[src/rtl/dds_pkg.sv]
// Shared constants for the DDS parameter scheduler: FSM encoding, reset defaults, range limits.
package dds_pkg;

  localparam int DEF_FREQ = 100;
  localparam int DEF_AMP  = 20;
  localparam int FTW_MULT = 86;
  localparam int FREQ_MAX = 10000;
  localparam int AMP_MAX  = 99;

  localparam logic [2:0] S_IDLE      = 3'd0;
  localparam logic [2:0] S_CHECK     = 3'd1;
  localparam logic [2:0] S_MUL       = 3'd2;
  localparam logic [2:0] S_WAIT_WRAP = 3'd3;
  localparam logic [2:0] S_COMMIT    = 3'd4;

endpackage

[src/rtl/dds_param_sched_serial_mult.sv]
// Unsigned bit-serial shift-add multiplier: consumes one bit of i_a per cycle, exactly A_W cycles.
// o_done flags the final step; o_product holds the full result from the following cycle.
module serial_mult #(
  parameter int A_W = 17,
  parameter int B_W = 7,
  parameter int P_W = 32
) (
  input  logic           clk,
  input  logic           rst,
  input  logic           i_start,
  input  logic [A_W-1:0] i_a,
  input  logic [B_W-1:0] i_b,
  output logic           o_done,
  output logic [P_W-1:0] o_product
);
  localparam int CNT_W = $clog2(A_W + 1);

  logic [A_W-1:0]   r_mplier;
  logic [P_W-1:0]   r_mcand;
  logic [P_W-1:0]   r_acc;
  logic [CNT_W-1:0] r_cnt;
  logic             r_run;
  logic             w_last;

  assign w_last = r_run && (r_cnt == CNT_W'(A_W - 1));

  // NOTE: clocked state uses non-blocking assignments so every register samples pre-edge values.
  always_ff @(posedge clk or posedge rst) begin
    if (rst) begin
      r_mplier <= '0;
      r_mcand  <= '0;
      r_acc    <= '0;
      r_cnt    <= '0;
      r_run    <= 1'b0;
    end else if (i_start) begin
      r_mplier <= i_a;
      r_mcand  <= P_W'(i_b);
      r_acc    <= '0;
      r_cnt    <= '0;
      r_run    <= 1'b1;
    end else if (r_run) begin
      if (r_mplier[0]) r_acc <= r_acc + r_mcand;
      r_mplier <= r_mplier >> 1;
      r_mcand  <= r_mcand << 1;
      r_cnt    <= r_cnt + CNT_W'(1);
      if (w_last) r_run <= 1'b0;
    end
  end

  assign o_done    = w_last;
  assign o_product = r_acc;

endmodule

[src/rtl/dds_param_sched.sv]
// Range-checks freq/amp requests, converts Hz to a DDS tuning word and commits it glitch-free.
// Define DDS_PARAM_BOUNDARY_SYNC_EN to hold each commit until a DDS phase wrap (or timeout).
module dds_param_sched
  import dds_pkg::*;
#(
  parameter int FREQ_W       = 17,
  parameter int AMP_W        = 17,
  parameter int PHASE_W      = 32,
  parameter int FTW_MULT     = dds_pkg::FTW_MULT,
  parameter int FREQ_MAX     = dds_pkg::FREQ_MAX,
  parameter int AMP_MAX      = dds_pkg::AMP_MAX,
  parameter int WRAP_TIMEOUT = 1048575
) (
  input  logic               clk,
  input  logic               rst,
  input  logic               frame_sig,
  input  logic [FREQ_W-1:0]  freq_in,
  input  logic [AMP_W-1:0]   amp_in,
  input  logic               dds_wrap,
  output logic [PHASE_W-1:0] ftw,
  output logic [AMP_W-1:0]   amp_out,
  output logic               commit,
  output logic               range_err,
  output logic               busy
);
  localparam int MULT_W = $clog2(FTW_MULT + 1);

  logic [2:0]         r_state;
  logic [2:0]         w_state_nxt;
  logic [FREQ_W-1:0]  r_req_freq;
  logic [AMP_W-1:0]   r_req_amp;
  logic [FREQ_W-1:0]  r_pend_freq;
  logic [AMP_W-1:0]   r_pend_amp;
  logic               r_pend_valid;
  logic [PHASE_W-1:0] r_ftw;
  logic [AMP_W-1:0]   r_amp;
  logic               r_commit;
  logic               w_idle;
  logic               w_req_bad;
  logic               w_mult_start;
  logic               w_mult_done;
  logic               w_wait_done;
  logic [PHASE_W-1:0] w_product;

  assign w_idle    = (r_state == S_IDLE);
  assign w_req_bad = (r_req_freq == '0)
                  || (r_req_freq > FREQ_W'(FREQ_MAX))
                  || (r_req_amp  > AMP_W'(AMP_MAX));

  // A queued request is served before a frame arriving in the same IDLE cycle; that frame queues.
  always_ff @(posedge clk or posedge rst) begin
    if (rst) begin
      r_req_freq   <= '0;
      r_req_amp    <= '0;
      r_pend_freq  <= '0;
      r_pend_amp   <= '0;
      r_pend_valid <= 1'b0;
    end else begin
      if (w_idle) begin
        if (r_pend_valid) begin
          r_req_freq <= r_pend_freq;
          r_req_amp  <= r_pend_amp;
        end else if (frame_sig) begin
          r_req_freq <= freq_in;
          r_req_amp  <= amp_in;
        end
      end
      if (frame_sig && (!w_idle || r_pend_valid)) begin
        r_pend_freq  <= freq_in;
        r_pend_amp   <= amp_in;
        r_pend_valid <= 1'b1;
      end else if (w_idle) begin
        r_pend_valid <= 1'b0;
      end
    end
  end

`ifdef DDS_PARAM_BOUNDARY_SYNC_EN
  localparam int TMR_W = $clog2(WRAP_TIMEOUT + 1);

  logic [TMR_W-1:0] r_timer;

  always_ff @(posedge clk or posedge rst) begin
    if (rst)                         r_timer <= '0;
    else if (r_state == S_WAIT_WRAP) r_timer <= r_timer + TMR_W'(1);
    else                             r_timer <= '0;
  end

  assign w_wait_done = dds_wrap || (r_timer == TMR_W'(WRAP_TIMEOUT));
`else
  logic w_unused;

  assign w_wait_done = 1'b0;
  assign w_unused    = dds_wrap & (WRAP_TIMEOUT > 0) & w_wait_done;
`endif

  // NOTE: defaults assigned first so every path drives every output -- no latches inferred.
  always_comb begin
    w_state_nxt  = r_state;
    w_mult_start = 1'b0;
    case (r_state)
      S_IDLE: begin
        if (r_pend_valid || frame_sig) w_state_nxt = S_CHECK;
      end
      S_CHECK: begin
        if (w_req_bad) begin
          w_state_nxt = S_IDLE;
        end else begin
          w_state_nxt  = S_MUL;
          w_mult_start = 1'b1;
        end
      end
      S_MUL: begin
`ifdef DDS_PARAM_BOUNDARY_SYNC_EN
        if (w_mult_done) w_state_nxt = S_WAIT_WRAP;
`else
        if (w_mult_done) w_state_nxt = S_COMMIT;
`endif
      end
`ifdef DDS_PARAM_BOUNDARY_SYNC_EN
      S_WAIT_WRAP: begin
        if (w_wait_done) w_state_nxt = S_COMMIT;
      end
`endif
      S_COMMIT: w_state_nxt = S_IDLE;
      default:  w_state_nxt = S_IDLE;
    endcase
  end

  always_ff @(posedge clk or posedge rst) begin
    if (rst) r_state <= S_IDLE;
    else     r_state <= w_state_nxt;
  end

  serial_mult #(
    .A_W (FREQ_W),
    .B_W (MULT_W),
    .P_W (PHASE_W)
  ) u_mult (
    .clk       (clk),
    .rst       (rst),
    .i_start   (w_mult_start),
    .i_a       (r_req_freq),
    .i_b       (MULT_W'(FTW_MULT)),
    .o_done    (w_mult_done),
    .o_product (w_product)
  );

  // commit is registered alongside ftw/amp_out so the pulse lines up with the new values.
  always_ff @(posedge clk or posedge rst) begin
    if (rst) begin
      r_ftw    <= PHASE_W'(DEF_FREQ * FTW_MULT);
      r_amp    <= AMP_W'(DEF_AMP);
      r_commit <= 1'b0;
    end else begin
      r_commit <= (r_state == S_COMMIT);
      if (r_state == S_COMMIT) begin
        r_ftw <= w_product;
        r_amp <= r_req_amp;
      end
    end
  end

  assign ftw       = r_ftw;
  assign amp_out   = r_amp;
  assign commit    = r_commit;
  assign range_err = (r_state == S_CHECK) && w_req_bad;
  assign busy      = !w_idle || r_pend_valid;

endmodule

[config.mk]
export PLATFORM = sky130hd
export DESIGN_NAME = dds_param_sched
export DESIGN_NICKNAME = d
export VERILOG_FILES = /design/src/rtl/dds_pkg.sv /design/src/rtl/dds_param_sched_serial_mult.sv /design/src/rtl/dds_param_sched.sv
export SDC_FILE = /design/constraint.sdc
export NUM_CORES = 1
export LEC_CHECK = 0
export BUFFER_PORTS_ARGS = -buffer_cell sky130_fd_sc_hd__buf_2
export CORE_MARGIN = 2
export CORE_UTILIZATION = 50
export CTS_BUF_LIST = sky130_fd_sc_hd__clkbuf_16
export CTS_CLUSTER_DIAMETER = 150
export DETAILED_ROUTE_END_ITERATION = 8
export GPL_ROUTABILITY_DRIVEN = 0
export PLACE_DENSITY = 0.69
export SLEW_MARGIN = 20
export SYNTH_ARGS = -nofsm -noshare
export SYNTH_HDL_FRONTEND = slang
export SYNTH_SLANG_ARGS = --single-unit
[constraint.sdc]
create_clock -name clk -period 21.6 [get_ports clk]
set_input_delay 5.4 -clock clk [delete_from_list [all_inputs] [get_ports clk]]
set_output_delay 5.4 -clock clk [all_outputs]
set_load 0.1 [all_outputs]
==> impl_metrics.tcl <==
set metrics [dict create \
    synthToLayoutAreaGrowth_pct 13.32 \
    synth_fa_ha_area_frac 0.04316 \
    worstSkewPairLatency_ps 530 \
    finalPower_w 0.001057 \
    synthXorXnorAreaFrac 0.02108 \
    layout_commonest_cell "dfrtp_1" \
    synth_mux_area_frac 0.1749 \
    ys_async_sr_fraction 1.000 \
    yosys_warnings 0 \
    viasPerCell 5.446 \
    htreeDepth 1 \
    hold_path.class "reg -> reg" \
    fillers 1700 \
    path_clk_slew_ps 60 \
    start_kind "flop" \
    finalCritPeriodShare 0.3690 \
    fin_cells 1247 \
    setup_viol 0 \
    final.setup_skew_ps 24.84 \
    clock_tree.root_cell "clkbuf_16" \
    avgSynthCellArea_um2 11.19 \
    synth_top_family_by_area "multiplexers" \
    syn_nets 962 \
    port_buffers 87 \
    cap_violations 0 \
    outcome "finished, final reports clean" \
    initial_core_util 0.5107 \
    wl_per_cell_um 15.54 \
    grt_setup_unrepaired "no" \
    synth_cells 891 \
    synth_compound_area_frac 0.1043 \
    final-hold-violation-count 0 \
    clockBufferDepth 3 \
    period_needed_ps 7970 \
    dieArea_mm2 0.02109 \
    core_area_mm2 0.01953 \
    cts_resized 0 \
    ys.flop_type "dfrtp_1" \
    dieHeight_um 145.2 \
    drive_gt1_frac 0.2363 \
    drt-total-wl_um 19380 \
    cts_tree "built" \
    power.density_mw_per_mm2 93.56 \
    synth_edf_count 0 \
    yosys.area_share.simple 0.1113 \
    critPathKind "reg -> out" \
    synthesis.area_mm2 0.009972 \
    die_x_um 145.2 \
    cts_sinks 206 \
    grt_remaining_overflow 0 \
    dpl.cell_count 1205 \
    end_kind "primary output" \
    postCtsSetupBuffers 0 \
    final_cell_mix "197 x dfrtp_1, 89 x nor2_1, 87 x buf_2" \
    grt_max_degree 128 \
    drt_iter0_drc 328 \
    crit_required_ps 16200 \
    yosysSeqAreaShare 0.5178 \
    ant_nets 0 \
    grt_pass1_vias 6822 \
    n_antenna_cell 0 \
    grt_pass1_wl_um 32930 \
    peakVddDrop_mv 0.09808 \
    tightest_slew_ps 1081 \
    ctsHoldBuffers 0 \
    ys_seq_elements 206 \
    cp_max_fo 4 \
    dr.pass1.iters 4 \
    cp.arrival_ps 2570 \
    routed-via-count 6791 \
    p_leak_nw 5.451 \
    cts_made_buffers 23 \
    drc 0 \
    antenna_found_initial 1 \
    final_nets 1037 \
    dpl.hpwl_um 12330 \
    fmax_mhz 125.5 \
    slew_violations 0 \
    io_pins 90 \
    finalSetupTns_ps 0 \
    synth_cell_types 66 \
    slew_headroom 0.2796 \
    num_rows 51 \
    grt_use_total 0.1831 \
]
[state kept, by name (all words and copies together) (netlist names)]
| name | cells |
|---|---|
| ftw | 31 |
| u_mult.o_product | 31 |
| u_mult.r_mcand | 31 |
| amp_out | 17 |
| r_pend_amp | 17 |
| r_pend_freq | 17 |
| r_req_amp | 17 |
| r_req_freq | 17 |
| u_mult.r_mplier | 17 |
| u_mult.r_cnt | 5 |
| r_state | 3 |
| commit | 1 |
| r_pend_valid | 1 |
| u_mult.r_run | 1 |
[logic make-up (layout without fill, tap and decap cells)]
kind of cell               Yosys count  after routing
and+or+nand+nor                    238            238
muxes                              164            164
AOI/OAI and AO/OA                  170            170
xor gates and xnor gates            24             24
DFF                                206            206
buffers and inverters               54            145
adders and majority gates           34             34
other                                1              1
[cell usage after synthesis (2+ instances only)]
library cell	instances	area, um^2
xor2_1	13	113.9
mux2_2	82	923.4
a211o_1	2	17.52
nor4_2	2	25.02
nand2b_1	4	25.02
a31oi_1	6	37.54
o21ai_1	17	85.08
nor4_1	2	12.51
nand2_1	72	270.3
o21a_1	4	30.03
xnor2_1	11	96.34
o21bai_1	3	22.52
dfstp_2	7	183.9
o21ai_0	15	75.07
dfrtp_1	199	4980
and3_1	7	43.79
o311ai_0	4	35.03
mux2i_1	82	820.8
buf_4	4	30.03
ha_1	32	400.4
nor4b_1	5	43.79
a211oi_1	10	75.07
or3_1	5	31.28
or2_2	2	12.51
clkbuf_1	24	90.09
nor3b_1	3	22.52
buf_1	5	18.77
inv_1	9	33.78
nand3_1	11	55.05
nand4_1	7	43.79
nand3b_1	4	30.03
nor2b_1	3	18.77
a21o_1	10	75.07
or4_1	4	30.03
buf_2	6	30.03
nor2_1	90	337.8
buf_6	6	67.56
nor3_1	10	50.05
a21oi_1	82	410.4
[routing by layer]
layer  up-vias  wire length (um)  global-route usage
met5         -                11                   0
met3        37               735             0.02987
met4         2               430             0.04216
met2       116              9268              0.3107
met1      3298              8931              0.2483
li1       3338                 -                   -
[stage by stage]
stage	cell area, um^2	hold slack (ps)	worst slack, ps	utilization
final	11300	497.9	13630	0.5788
after global routing	11300	510.1	13520	0.5788
after CTS	11270	502.7	13590	0.5773
after detailed placement	10580	489.5	14140	0.5417
after global placement	10580	482.6	14150	0.5417
after floorplan	9972	449.1	10590	-
[critical path, cell delays in order, from the launching register on]
cell and delay (ps):
dfrtp_1 390, or4_1 510, nor3_1 190, nand4_1 190, a311oi_2 370, nor2b_1 90, buf_2 310
[path summary, 6_finish.rpt]
path / from / to / slack, ps / cells after the start
min in group asynchronous: rst / ftw[30] / 5090 / 2
max: r_req_amp[11] / range_err / 13630 / 6
min: ftw[12] / ftw[12] / 500 / 1
max reg2reg: r_req_amp[11] / u_mult.o_product[28] / 18480 / 8
max in group asynchronous: rst / amp_out[2] / 15290 / 4
min reg2reg: ftw[12] / ftw[12] / 500 / 1
[power breakdown]
group          internal (W)  total (W)  switching [W]
Sequential         0.000454   0.000514      0.0000602
Clock              0.000206   0.000360       0.000154
Combinational     0.0000880   0.000183      0.0000952
Total              0.000748    0.00106       0.000309
[area by class of cell]
type | instances | area (um^2) | share of cell area
sequential | 206 | 5166 | 0.4572
multi-input combinational | 631 | 4551 | 0.4027
clock buffer | 23 | 575.6 | 0.05093
timing repair buffer | 95 | 515.5 | 0.04562
tap | 265 | 331.6 | 0.02934
clock inverter | 18 | 120.1 | 0.01063
inverter | 9 | 41.29 | 0.003654
Power figures use the tool's default switching activity.
